`config.mk`:
```
export PLATFORM = sky130hd
export DESIGN_NAME = sm_motion_seq
export DESIGN_NICKNAME = d
export VERILOG_FILES = /design/src/rtl/sm_motion_seq.sv
export SDC_FILE = /design/constraint.sdc
export NUM_CORES = 1
export LEC_CHECK = 0
export ABC_CLOCK_PERIOD_IN_PS = 5200
export CORE_MARGIN = 2
export CORE_UTILIZATION = 35
export DETAILED_ROUTE_END_ITERATION = 12
export MAX_ROUTING_LAYER = met4
export PLACE_DENSITY = 0.58
export REMOVE_ABC_BUFFERS = 1
export SLEW_MARGIN = 20
export SYNTH_ARGS = -nofsm -noshare
export SYNTH_HDL_FRONTEND = slang
export SYNTH_SLANG_ARGS = --single-unit
```
`constraint.sdc`:
```
create_clock -name clk -period 5.2 [get_ports clk]
set_input_delay 1.04 -clock clk [delete_from_list [all_inputs] [get_ports clk]]
set_output_delay 1.04 -clock clk [all_outputs]
set_load 0.01 [all_outputs]
```
`src/rtl/sm_motion_seq.sv`:
```
// rtl/sm_motion_seq.sv - stepper motion sequencer: enable/settle, accel ramp, cruise, decel ramp
//
// Ports:
//   clk         system clock (50 MHz)
//   rst         asynchronous active-low reset
//   start       one-cycle start command (ignored with stop/abort or while busy)
//   stop        one-cycle controlled stop (decelerate from the current speed)
//   abort       immediate stop to IDLE, highest priority
//   dir_cmd     direction for the next move, sampled at start
//   steps_cmd   step count for the next move, sampled at start
//   drv_step    step pulse from the pulse generator, counted as position feedback
//   drv_en_SM   driver enable
//   drv_dir     driver direction
//   pulse_en    allows the pulse generator to emit steps
//   n           current step period in clk cycles
//   busy        move in progress (SETTLE/ACCEL/RUN/DECEL)
//   done        one-cycle pulse on normal move completion
//   steps_done  steps taken in the current/last move
//   state       FSM state code for the status register
module sm_motion_seq #(
    parameter int N_W       = 17,
    parameter int CNT_W     = 24,
    parameter int N_MAX     = 8333,
    parameter int N_MIN     = 1000,
    parameter int N_STEP    = 64,
    parameter int EN_SETTLE = 50000
) (
    input  logic             clk,
    input  logic             rst,
    input  logic             start,
    input  logic             stop,
    input  logic             abort,
    input  logic             dir_cmd,
    input  logic [CNT_W-1:0] steps_cmd,
    input  logic             drv_step,
    output logic             drv_en_SM,
    output logic             drv_dir,
    output logic             pulse_en,
    output logic [N_W-1:0]   n,
    output logic             busy,
    output logic             done,
    output logic [CNT_W-1:0] steps_done,
    output logic [2:0]       state
);

    localparam logic [2:0] S_IDLE   = 3'd0;
    localparam logic [2:0] S_SETTLE = 3'd1;
    localparam logic [2:0] S_ACCEL  = 3'd2;
    localparam logic [2:0] S_RUN    = 3'd3;
    localparam logic [2:0] S_DECEL  = 3'd4;
    localparam logic [2:0] S_DONE   = 3'd5;

    localparam int SET_W = (EN_SETTLE > 1) ? $clog2(EN_SETTLE) : 1;
    localparam logic [SET_W-1:0] SETTLE_LAST = SET_W'(EN_SETTLE - 1);

    localparam logic [N_W-1:0] N_MAX_W  = N_W'(N_MAX);
    localparam logic [N_W-1:0] N_MIN_W  = N_W'(N_MIN);
    localparam logic [N_W-1:0] N_STEP_W = N_W'(N_STEP);
    // One extra bit so the ramp limits can be compared without wrap.
    localparam logic [N_W:0]   FAST_LIM = (N_W + 1)'(N_MIN + N_STEP);
    localparam logic [N_W:0]   SLOW_LIM = (N_W + 1)'(N_MAX);

    logic             drv_step_q;
    logic [CNT_W-1:0] target;
    logic [CNT_W-1:0] ramp_cnt;
    logic [SET_W-1:0] settle_cnt;

    logic             step_edge;
    logic [CNT_W-1:0] sd_inc;
    logic [CNT_W-1:0] rc_inc;
    logic [CNT_W-1:0] rc_dec;
    logic [CNT_W-1:0] remain;
    logic [N_W:0]     n_sum;
    logic [N_W-1:0]   n_fast;
    logic [N_W-1:0]   n_slow;

    // Next-step values; transition decisions use the post-step counts.
    always_comb begin
        step_edge = drv_step & ~drv_step_q;
        sd_inc    = steps_done + CNT_W'(1);
        rc_inc    = ramp_cnt + CNT_W'(1);
        rc_dec    = (ramp_cnt == '0) ? '0 : ramp_cnt - CNT_W'(1);
        remain    = target - sd_inc;
        n_fast    = ({1'b0, n} >= FAST_LIM) ? n - N_STEP_W : N_MIN_W;
        n_sum     = {1'b0, n} + {1'b0, N_STEP_W};
        n_slow    = (n_sum >= SLOW_LIM) ? N_MAX_W : n_sum[N_W-1:0];
    end

    always_comb begin
        busy      = (state == S_SETTLE) || (state == S_ACCEL) ||
                    (state == S_RUN)    || (state == S_DECEL);
        pulse_en  = (state == S_ACCEL) || (state == S_RUN) || (state == S_DECEL);
        drv_en_SM = busy || (state == S_DONE);
        done      = (state == S_DONE);
    end

    always_ff @(posedge clk or negedge rst) begin
        if (!rst) begin
            state      <= S_IDLE;
            drv_dir    <= 1'b0;
            n          <= N_MAX_W;
            steps_done <= '0;
            ramp_cnt   <= '0;
            target     <= '0;
            settle_cnt <= '0;
            drv_step_q <= 1'b0;
        end else begin
            drv_step_q <= drv_step;
            if (abort) begin
                // steps_done is deliberately left alone for readback.
                state <= S_IDLE;
                n     <= N_MAX_W;
            end else begin
                case (state)
                    S_IDLE: begin
                        if (start && !stop) begin
                            drv_dir    <= dir_cmd;
                            target     <= steps_cmd;
                            steps_done <= '0;
                            ramp_cnt   <= '0;
                            settle_cnt <= '0;
                            state      <= (steps_cmd == '0) ? S_DONE : S_SETTLE;
                        end
                    end
                    S_SETTLE: begin
                        if (stop) begin
                            state <= S_IDLE;
                            n     <= N_MAX_W;
                        end else if (settle_cnt == SETTLE_LAST) begin
                            state <= S_ACCEL;
                        end else begin
                            settle_cnt <= settle_cnt + SET_W'(1);
                        end
                    end
                    S_ACCEL: begin
                        if (step_edge) begin
                            steps_done <= sd_inc;
                            ramp_cnt   <= rc_inc;
                            n          <= n_fast;
                            if (sd_inc == target)                 state <= S_DONE;
                            else if (stop || remain <= rc_inc)   state <= S_DECEL;
                            else if (n_fast == N_MIN_W)          state <= S_RUN;
                        end else if (stop) begin
                            state <= S_DECEL;
                        end
                    end
                    S_RUN: begin
                        if (step_edge) begin
                            steps_done <= sd_inc;
                            if (sd_inc == target)                 state <= S_DONE;
                            else if (stop || remain <= ramp_cnt) state <= S_DECEL;
                        end else if (stop) begin
                            state <= S_DECEL;
                        end
                    end
                    S_DECEL: begin
                        if (step_edge) begin
                            steps_done <= sd_inc;
                            ramp_cnt   <= rc_dec;
                            n          <= n_slow;
                            if ((sd_inc == target) || (rc_dec == '0)) state <= S_DONE;
                        end
                    end
                    S_DONE: begin
                        state <= S_IDLE;
                        n     <= N_MAX_W;
                    end
                    default: begin
                        state <= S_IDLE;
                        n     <= N_MAX_W;
                    end
                endcase
            end
        end
    end

endmodule

```
==> metrics.yaml <==
floorplanning:
  start_util: 0.353
  row_count: 60
  core_area_um2: 26700
  die_w_um: 168
  die-area_um2: 28200
  die-height_um: 168
  io_pins: 80
final_layout:
  antenna_cells: 0
  final-instance-count-excl-fill: 1677
  area_growth_pct: 26.6
  fill_cells: 2642
  final_cell_mix: "159 x nand2_1, 110 x buf_4, 105 x dfrtp_1, 93 x nor2_1, 78 x clkdlybuf4s50_1"
  final_net_count: 1439
  drive_above_1_share: 0.150
  final_common_cell: "nand2_1"
  finish.utilization: 0.447
sta:
  timing.final.crit_share: 1.04
  worst_slack_ns: -0.188
  setup_viol: 3
  timing.hold.ws_ns: 0.484
  layout_min_cycle_time_ns: 5.39
  relSlewSlack: 0.216
  tightest_slew_ns: 1.17
  hold_violations: 0
  fmax_mhz: 186
  fin_worst_skew_ns: 0.0129
  rsz0062_at_grt: "true"
  finalMaxSlewViolations: 0
global_routing:
  grtUsageMet1: 0.273
  grt_pass1_vias: 9206
  grt_usage: 0.211
  globalRouteMet3Util: 0.0181
  grt-busiest-layer: "met2"
  grt_max_degree: 44
  use_met2: 0.342
  grt_pass1_wl_um: 47300
  overflow: 0
  antenna_found_initial: 0
yosys:
  synth_edf_count: 0
  synth_cells: 1186
  synth_area_um2: 9410
  synth_ff_type: "dfrtp_1"
  ys_ff_latch: 110
  ys_seq_area_frac: 0.293
  syn_area_per_cell_um2: 7.93
  synthArstFlopShare: 1.00
  yosysWarnings: 0
  synth_cell_types: 79
run:
  drv_cap: 0
power_and_ir_drop:
  sequentialPowerShare: 0.189
  p_leak_nw: 4.90
  ir_drop_uv: 246
  swShare: 0.457
  switching_power_mw: 2.87
  p_clk_frac: 0.120
  powerDensity_nw_per_um2: 528
  p_comb_frac: 0.691
  internal_power_mw: 3.41
clocking:
  cts_tree: "done"
  cts_max_level: 3
  clkTransAtPathRegs_ns: 0.09
  numCtsBuffers: 9
  clk_latency_ns: 0.38
  cts_sinks: 110
  root_buffer: "clkbuf_16"
  hold_buffers: 0
  cts_buffer_depth: 2
place:
  pre_cts_ws_ns: -0.449
  hpwlAfterDp_um: 21500
  port_buffers: 79
  place_congestion: 0.873
  placedCellCount: 1633
route:
  wl_um: 29000
  ant_nets: 0
  via_per_inst: 5.64
  drcViolationCount: 0
  via_count: 9451
  drt_pass1_iterations: 5
  drtIter0Drc: 664
  routedWlPerCell_um: 17.3
worst_setup_path:
  cp_common_cell: "a31oi_2"
  cp.required_ns: 5.50
  arrival_ns: 5.68
  path_class: "reg -> reg"
  cp-end-kind: "flip-flop"
  cp_max_fo: 4
  slowest_stage: "or4_1"
  slowest_delay_ns: 0.51
  start_kind: "flip-flop"
status:
  violations: "negative setup slack"
  status: "finished with violations"
hold_path:
  hp-class: "reg -> reg"
[layer usage]
layer	part of all wire	up-vias
met5	0	-
met4	0.036	0
met3	0.042	71
met2	0.46	289
met1	0.46	4483
li1	-	4608
[synth_stat cells (4+ instances only)]
library cell | count | area [um2]
dfstp_2 | 5 | 131
nor3_1 | 37 | 185
o21bai_1 | 4 | 30.0
a2111oi_0 | 5 | 43.8
a22oi_1 | 8 | 60.1
and3_1 | 13 | 81.3
and2_1 | 5 | 31.3
a21oi_1 | 72 | 360
nor2_1 | 95 | 357
clkbuf_1 | 43 | 161
ha_1 | 76 | 951
o31a_1 | 5 | 43.8
or3_1 | 14 | 87.6
a31oi_1 | 12 | 75.1
nand2b_1 | 11 | 68.8
xor2_1 | 30 | 263
o32ai_1 | 9 | 78.8
o31ai_1 | 18 | 135
nor2b_1 | 10 | 62.6
o211ai_1 | 4 | 30.0
and4_1 | 6 | 52.6
dfrtp_1 | 105 | 2630
inv_1 | 51 | 191
buf_2 | 9 | 45.0
xnor2_1 | 66 | 578
nand3_1 | 50 | 250
o221ai_1 | 6 | 52.6
a22o_1 | 5 | 43.8
nor4_1 | 19 | 119
nand2_1 | 159 | 597
o21a_1 | 6 | 45.0
o22a_1 | 4 | 35.0
nand4_1 | 35 | 219
o22ai_1 | 13 | 81.3
or4_1 | 6 | 45.0
o21ai_0 | 81 | 405
nor3b_1 | 4 | 30.0
a21o_1 | 20 | 150
[what timing repair did]
item / 4_1_cts / 5_1_grt
buffers inserted: 21 / 7
endpoints found under the setup margin: 3 / 3
cloned: 0 / 0
pin swaps: 36 / 26
gates resized for setup: 34 / 33
[metrics by stage]
step	cell area, um2	setup TNS (ns)	total power, mW
5_1_grt	11900	-1.45	6.86
3_5_place_dp	11000	-1.32	5.00
6_report	11900	-0.483	6.28
3_3_place_gp	11000	-0.727	4.93
4_1_cts	11700	-0.401	6.06
2_1_floorplan	9170	-0.334	3.70
[power groups by stage]
| stage | sequential [mW] | combinational, mW | clock (mW) |
|---|---|---|---|
| after floorplan | 1.16 | 2.54 | 0 |
| after detailed placement | 1.18 | 3.82 | 0 |
| after CTS | 1.17 | 4.11 | 0.777 |
| final | 1.19 | 4.34 | 0.754 |
| after global routing | 1.21 | 4.85 | 0.805 |
| after global placement | 1.18 | 3.75 | 0 |
[sequential cells by signal, indices dropped and copies added, names as in the netlist]
| name | count |
|---|---|
| ramp_cnt | 24 |
| steps_done | 24 |
| target | 24 |
| n | 17 |
| settle_cnt | 16 |
| state | 3 |
| drv_dir | 1 |
| drv_step_q | 1 |
[worst max-delay path, delay by kind of cell, from the launching register on]
kind,cells,cell delay [ns]
buf+inv,1,0.13
fa+ha+maj,3,0.70
compound gates,11,2.04
xor+xnor,1,0.22
flops,1,0.37
simple gates,8,1.66
mux,1,0.20
[cell type report]
| class | count | area [um2] | area share |
|---|---|---|---|
| multi-input cells | 965 | 6560 | 0.551 |
| flip-flops and latches | 110 | 2760 | 0.232 |
| repair buffers | 192 | 1650 | 0.139 |
| well taps | 341 | 427 | 0.0358 |
| clock buffers | 9 | 225 | 0.0189 |
| inverters | 53 | 199 | 0.0167 |
| clock inverters | 7 | 88.8 | 0.00746 |
[kinds of logic (layout without fill, tap and decap cells)]
kind of cell | after synthesis | in the layout | share of synthesized area
and+or+nand+nor | 481 | 481 | 0.252
AOI/OAI and AO/OA | 307 | 307 | 0.211
buffers and inverters | 111 | 261 | 0.0471
DFF | 110 | 110 | 0.293
xor gates and xnor gates | 96 | 96 | 0.0893
adders and majority gates | 78 | 78 | 0.104
muxes | 3 | 3 | 0.00332
[worst paths after layout]
kind                               start             to  cells past startpoint  slack, ns
setup / recovery           steps_done[1]       state[0]                     25      -0.19
hold / removal                      n[0]           n[0]                      2       0.48
setup reg to reg           steps_done[1]       state[0]                     25      -0.19
hold reg to reg                     n[0]           n[0]                      2       0.48
max in group asynchronous            rst   ramp_cnt[17]                      2       3.67
min in group asynchronous            rst  steps_done[3]                      1       0.59
Power figures use the tool's default switching activity.
